===== src/rtl/aclk_setter_pkg.sv =====
// Shared types and BCD limits for the aclock time/alarm setter front-end.
package aclk_setter_pkg;

  typedef enum logic [1:0] {
    IDLE      = 2'd0,
    EDIT_HOUR = 2'd1,
    EDIT_MIN  = 2'd2,
    LOAD      = 2'd3
  } state_t;

  typedef enum logic {
    TGT_TIME  = 1'b0,
    TGT_ALARM = 1'b1
  } target_t;

  localparam logic [3:0] HR_MAX_T      = 4'd2;
  localparam logic [3:0] HR_MAX_U_AT_2 = 4'd3;
  localparam logic [3:0] MIN_MAX_T     = 4'd5;
  localparam logic [3:0] DIG_MAX       = 4'd9;

endpackage


===== src/rtl/aclk_bcd_inc.sv =====
// Combinational two-digit BCD increment with wrap: 23->00 for hours, 59->00 for minutes.
module aclk_bcd_inc
  import aclk_setter_pkg::*;
(
  input  logic       is_min,
  input  logic [3:0] tens,
  input  logic [3:0] units,
  output logic [3:0] tens_next,
  output logic [3:0] units_next
);

  logic at_max;

  always_comb begin
    at_max     = is_min ? ((tens == MIN_MAX_T) && (units == DIG_MAX))
                        : ((tens == HR_MAX_T) && (units == HR_MAX_U_AT_2));
    tens_next  = tens;
    units_next = units + 4'd1;
    if (at_max) begin
      tens_next  = 4'd0;
      units_next = 4'd0;
    end else if (units == DIG_MAX) begin
      tens_next  = tens + 4'd1;
      units_next = 4'd0;
    end
  end

endmodule


===== src/rtl/aclk_time_setter.sv =====
// Button-driven editor producing H/M BCD digits and LD_time/LD_alarm strobes for aclock.
// Optional hold-to-repeat increment is enabled by defining ALARM_AUTOREPEAT_EN.
module aclk_time_setter
  import aclk_setter_pkg::*;
#(
  parameter int LOAD_CYC    = 2,
  parameter int TIMEOUT_CYC = 1000
`ifdef ALARM_AUTOREPEAT_EN
  ,
  parameter int REPEAT_DELAY  = 50,
  parameter int REPEAT_PERIOD = 10
`endif
) (
  input  logic       clk,
  input  logic       reset,
  input  logic       btn_mode,
  input  logic       btn_inc,
  input  logic       sel_alarm,
  output logic [1:0] H_in1,
  output logic [3:0] H_in0,
  output logic [3:0] M_in1,
  output logic [3:0] M_in0,
  output logic       LD_time,
  output logic       LD_alarm,
  output logic       editing,
  output logic       field
);

  localparam int TW = $clog2(TIMEOUT_CYC);
  localparam int LW = (LOAD_CYC > 1) ? $clog2(LOAD_CYC) : 1;

  state_t        state_reg, state_next;
  target_t       target_reg, target_next;
  logic          mode_prev_reg, inc_prev_reg;
  logic [1:0]    h1_reg, h1_next;
  logic [3:0]    h0_reg, h0_next, m1_reg, m1_next, m0_reg, m0_next;
  logic [TW-1:0] tmo_cnt_reg, tmo_cnt_next;
  logic [LW-1:0] ld_cnt_reg, ld_cnt_next;

  logic       mode_evt, inc_evt, in_edit, is_min, bump, rep_fire;
  logic [3:0] inc_tens, inc_units, inc_tens_next, inc_units_next;

  assign mode_evt = btn_mode & ~mode_prev_reg;
  assign inc_evt  = btn_inc & ~inc_prev_reg;
  assign in_edit  = (state_reg == EDIT_HOUR) || (state_reg == EDIT_MIN);
  assign is_min   = (state_reg == EDIT_MIN);
  // Mode takes priority: an increment coinciding with a mode event is dropped.
  assign bump     = in_edit & ~mode_evt & (inc_evt | rep_fire);

  assign inc_tens  = is_min ? m1_reg : {2'b00, h1_reg};
  assign inc_units = is_min ? m0_reg : h0_reg;

  aclk_bcd_inc u_bcd_inc (
    .is_min     (is_min),
    .tens       (inc_tens),
    .units      (inc_units),
    .tens_next  (inc_tens_next),
    .units_next (inc_units_next)
  );

`ifdef ALARM_AUTOREPEAT_EN
  localparam int RMAX = (REPEAT_DELAY > REPEAT_PERIOD) ? REPEAT_DELAY : REPEAT_PERIOD;
  localparam int RW   = $clog2(RMAX) + 1;

  logic [RW-1:0] rep_cnt_reg, rep_cnt_next;

  // Down-counter of hold cycles left before the next repeat; zero means inactive.
  always_comb begin
    rep_cnt_next = '0;
    rep_fire     = 1'b0;
    if (in_edit && !mode_evt && btn_inc) begin
      if (inc_evt) begin
        rep_cnt_next = RW'(REPEAT_DELAY - 1);
      end else if (rep_cnt_reg == RW'(1)) begin
        rep_fire     = 1'b1;
        rep_cnt_next = RW'(REPEAT_PERIOD);
      end else if (rep_cnt_reg != '0) begin
        rep_cnt_next = rep_cnt_reg - RW'(1);
      end
    end
  end

  always_ff @(posedge clk or negedge reset) begin
    if (!reset) rep_cnt_reg <= '0;
    else        rep_cnt_reg <= rep_cnt_next;
  end
`else
  assign rep_fire = 1'b0;
`endif

  always_comb begin
    state_next   = state_reg;
    target_next  = target_reg;
    h1_next      = h1_reg;
    h0_next      = h0_reg;
    m1_next      = m1_reg;
    m0_next      = m0_reg;
    tmo_cnt_next = tmo_cnt_reg + TW'(1);
    ld_cnt_next  = '0;
    case (state_reg)
      IDLE: begin
        tmo_cnt_next = '0;
        if (mode_evt) begin
          state_next  = EDIT_HOUR;
          target_next = sel_alarm ? TGT_ALARM : TGT_TIME;
        end
      end
      EDIT_HOUR, EDIT_MIN: begin
        if (mode_evt) begin
          state_next   = (state_reg == EDIT_HOUR) ? EDIT_MIN : LOAD;
          tmo_cnt_next = '0;
        end else if (bump) begin
          tmo_cnt_next = '0;
          if (is_min) begin
            m1_next = inc_tens_next;
            m0_next = inc_units_next;
          end else begin
            h1_next = inc_tens_next[1:0];
            h0_next = inc_units_next;
          end
        end else if (tmo_cnt_reg == TW'(TIMEOUT_CYC - 1)) begin
          state_next = IDLE;
        end
      end
      LOAD: begin
        tmo_cnt_next = '0;
        if (ld_cnt_reg == LW'(LOAD_CYC - 1)) state_next  = IDLE;
        else                                 ld_cnt_next = ld_cnt_reg + LW'(1);
      end
      default: state_next = IDLE;
    endcase
  end

  always_ff @(posedge clk or negedge reset) begin
    if (!reset) begin
      state_reg     <= IDLE;
      target_reg    <= TGT_TIME;
      mode_prev_reg <= 1'b0;
      inc_prev_reg  <= 1'b0;
      h1_reg        <= '0;
      h0_reg        <= '0;
      m1_reg        <= '0;
      m0_reg        <= '0;
      tmo_cnt_reg   <= '0;
      ld_cnt_reg    <= '0;
    end else begin
      state_reg     <= state_next;
      target_reg    <= target_next;
      mode_prev_reg <= btn_mode;
      inc_prev_reg  <= btn_inc;
      h1_reg        <= h1_next;
      h0_reg        <= h0_next;
      m1_reg        <= m1_next;
      m0_reg        <= m0_next;
      tmo_cnt_reg   <= tmo_cnt_next;
      ld_cnt_reg    <= ld_cnt_next;
    end
  end

  assign H_in1    = h1_reg;
  assign H_in0    = h0_reg;
  assign M_in1    = m1_reg;
  assign M_in0    = m0_reg;
  assign LD_time  = (state_reg == LOAD) && (target_reg == TGT_TIME);
  assign LD_alarm = (state_reg == LOAD) && (target_reg == TGT_ALARM);
  assign editing  = in_edit;
  assign field    = is_min;

endmodule


===== config.mk =====
export PLATFORM = sky130hd
export DESIGN_NAME = aclk_time_setter
export DESIGN_NICKNAME = d
export VERILOG_FILES = /design/src/rtl/aclk_setter_pkg.sv /design/src/rtl/aclk_bcd_inc.sv /design/src/rtl/aclk_time_setter.sv
export SDC_FILE = /design/constraint.sdc
export NUM_CORES = 1
export LEC_CHECK = 0
export CAP_MARGIN = 5
export CELL_PAD_IN_SITES_DETAIL_PLACEMENT = 1
export CELL_PAD_IN_SITES_GLOBAL_PLACEMENT = 1
export CORE_UTILIZATION = 42
export CTS_CLUSTER_DIAMETER = 30
export DETAILED_ROUTE_END_ITERATION = 10
export GPL_TIMING_DRIVEN = 0
export PLACE_DENSITY_LB_ADDON = 0.1
export SYNTH_ARGS = -nofsm -noshare
export SYNTH_HDL_FRONTEND = slang
export SYNTH_HIERARCHICAL = 1
export SYNTH_SLANG_ARGS = --single-unit

===== constraint.sdc =====
create_clock -name clk -period 3.1 [get_ports clk]
set_input_delay 0.31 -clock clk [delete_from_list [all_inputs] [get_ports clk]]
set_output_delay 0.31 -clock clk [all_outputs]
set_load 0.05 [all_outputs]

==> results by group <==
Status
  – Outcome: finished, final reports clean

Clock network
  – CTS clk-pin slew, worst paths: 60 ps
  – CTS Buf Count: 5
  – CTS Buffer Depth: 2
  – CTS Sinks: 30
  – Clock tree from TritonCTS: done
  – Clk_lat worst skew: 280 ps
  – H-tree levels: 2
  – Post_cts resized: 0
  – Root Driver: clkbuf_8
  – Cts hold-fix bufs: 0
  – Setup Fix Bufs, Post-CTS: 0

Drt
  – Drt total wl: 3451 µm
  – Highest metal used: met4
  – DRC violation count after routing: 0
  – TritonRoute pass-1 iters: 4
  – WL met2: 1694 µm
  – Final ANT Viol Nets: 0
  – Vias per inst: 5.139
  – Starting DRT DRC Count: 29
  – Met3 wire length: 128 µm
  – Avg WL per Cell: 14.50 µm
  – Vias: 1223
  – DRT met1 WL: 1590 µm

Final layout
  – Nets: 204
  – Share of cells above drive strength 1: 0.1947
  – Syn-to-layout area delta: 23.89%
  – Max FFs per register: 10
  – Fin cells: 238
  – ANT cells: 0

Placement
  – Port Buffers: 22
  – Placed Instances: 230
  – DP Wirelength: 2569 µm
  – RePlAce Congestion: 0.7800

Pwr
  – Sw Pwr: 719.4 µW
  – Static leakage: 0.0009067 µW
  – Clock power frac: 0.191
  – P per Cell Area: 813.8 nW/µm²
  – Worst VDD drop: 0.4766 mV
  – Internal power: 964.7 µW
  – Sw Ratio: 0.4272
  – Sequential Power Share: 0.314
  – Comb pwr share: 0.495
  – Overall Power: 1684 µW

Critical path
  – Family with the most delay on the worst path: multiplexers
  – Worst setup path startpoint: state_reg[0]
  – Worst-path fanout max: 10
  – WP data arrival: 3020 ps
  – CP Data Required Time: 3260 ps
  – Slowest stage cell, crit path: dfrtp_1
  – Setup CP Type: reg -> reg
  – Critical Path Start Type: register
  – CP Cell Sequence: inv_1 > ha_1 > buf_2 > mux2_2 > inv_1 > ha_1 > and3b_2 > nand4_2 > a21oi_2 > a21oi_1 > mux2_2
  – Worst r2r src: state_reg[0]
  – Crit path buf inv count: 3
  – Crit end category: register
  – CP max stage delay: 400 ps

Floorplan
  – Initial Util: 0.4462
  – DIE AREA: 4233 µm²
  – Core area: 3744 µm²
  – Die height: 65.07 µm
  – Cell row count: 22
  – Io pins: 23
  – Chip width: 65.07 µm

Timing
  – Period utilization: 0.9222
  – Final setup viols: 0
  – Fin Hold WS: 413.4 ps
  – Max-slew violation count: 0
  – Endpoints failing hold: 0
  – RSZ-0062 raised after global routing: false
  – Fmax: 0.3498 GHz
  – Final setup TNS: 0 ps
  – Headroom to the max-slew limit: 0.5925
  – Measured slew at the worst slew-check pin: 609.4 ps
  – Clock skew: 3.758 ps
  – Post-layout min period: 2859 ps

Yosys
  – Largest family of logic cells by synthesized area: simple AND/OR/NAND/NOR gates
  – Asr flop ratio synth: 1.000
  – Post-synthesis simple-gate area fraction: 0.2030
  – Area share of the largest cell type after synthesis: 0.4494
  – Top post-synthesis cells by area: dfrtp_1, mux2_2, ha_1
  – Compound-Gate Fraction of Synth Area: 0.04794
  – Mux contribution to synthesized area: 0.1476
  – Ys flop type: dfrtp_1
  – Synth Cell Area: 1670 µm²
  – Syn_nets: 174
  – Synth Warn #: 6
  – Seq cells post-synth: 30
  – Number of synthesized flops with an enable pin: 0
  – Post-synthesis adder-cell area fraction: 0.07491
  – Netlist cell types: 33
  – Syn Inst Count: 159
  – Seq/Total Area, Yosys: 0.4494
  – Synth area leader: dfrtp_1
  – Syn avg cell area: 10.51 µm²
  – Xor/xnor share of the synthesized area: 0.04719

Worst hold path
  – Tightest Hold Check Type: in -> async

Global routing
  – Initial antenna violation count: 0
  – Global-route wire length before repair: 6003 µm
  – GRT Util Overall: 0.1910
  – Vias in the first global route: 1288
  – GRT overflow: 0
  – Largest net degree at the start of global routing: 21

Flow run
  – Maxcap violations: 0
==> path summary, 6_finish.rpt <==
check,to,slack (ps),cells after the start
max,H_in1[0],240,11
min,H_in0[2],410,1
max reg2reg,H_in1[0],240,11
min reg2reg,ld_cnt_reg,440,1
max in group asynchronous,tmo_cnt_reg[5],2180,2
min in group clk,ld_cnt_reg,440,1
==> cells by family after synthesis <==
family / count (synthesis)
XOR/XNOR: 9
AND/OR/NAND/NOR: 62
flip-flops: 30
adder cells (fa/ha/maj): 10
multiplexers: 22
AO/OA/AOI/OAI: 14
buffers and inverters: 12
==> stage by stage <==
step / setup WS, ps / utilization / instance area [µm²]
6_report: 241.3 / 0.5528 / 2069
5_1_grt: 9.317 / 0.5528 / 2069
4_1_cts: 202.7 / 0.5528 / 2069
3_5_place_dp: 219.7 / 0.5284 / 1978
3_3_place_gp: 295.3 / 0.5211 / 1951
2_1_floorplan: 195.6 / - / 1670
==> cell type report <==
| class | count | area [µm²] |
|---|---|---|
| fillers | 435 | 1674 |
| multi-input cells | 117 | 869.6 |
| flip-flops and latches | 30 | 750.7 |
| repair buffers | 23 | 247.7 |
| clock buffers | 7 | 86.33 |
| well taps | 48 | 60.06 |
| inverters | 9 | 33.78 |
| plain buffers | 3 | 16.27 |
| clock inverters | 1 | 5.005 |
==> routing by layer <==
| layer | vias to the layer above | global-route usage |
|---|---|---|
| li1 | 597 | - |
| met1 | 600 | 0.2338 |
| met2 | 21 | 0.3281 |
| met3 | 5 | 0.04930 |
| met4 | 0 | 0.05707 |
| met5 | - | 0 |
==> power groups by stage <==
| stage | Sequential [µW] | Clock (µW) | Combinational, µW |
|---|---|---|---|
| after detailed placement | 535 | 0 | 844 |
| after CTS | 530 | 333 | 849 |
| after global routing | 540 | 349 | 910 |
| final | 529 | 321 | 834 |
| after floorplan | 671 | 0 | 464 |
| after global placement | 528 | 0 | 813 |
==> cells in the final DEF (no fill, tap or decap), types with 2 or more instances in the layout <==
cell type / Yosys / final
a21oi_1: 6 / 6
and2_1: 3 / 3
clkbuf_1: 1 / 2
clkbuf_8: 0 / 6
clkdlybuf4s50_1: 0 / 22
dfrtp_1: 30 / 30
ha_1: 10 / 10
inv_1: 9 / 9
mux2_2: 21 / 21
nand2_1: 10 / 10
nand2b_1: 2 / 2
nand3_1: 7 / 7
nand3b_1: 2 / 2
nand4_1: 3 / 3
nor2_1: 21 / 21
nor2b_1: 3 / 3
nor3_1: 3 / 3
o21ai_0: 3 / 3
o21ai_1: 2 / 2
xnor2_1: 6 / 6
xor2_1: 3 / 3
==> synth_stat cells, types with 2 or more instances <==
cell	n
dfrtp_1	30
mux2_2	21
nor2_1	21
ha_1	10
nand2_1	10
inv_1	9
nand3_1	7
a21oi_1	6
xnor2_1	6
and2_1	3
nand4_1	3
nor2b_1	3
nor3_1	3
o21ai_0	3
xor2_1	3
nand2b_1	2
nand3b_1	2
o21ai_1	2
Power figures use the tool's default switching activity.
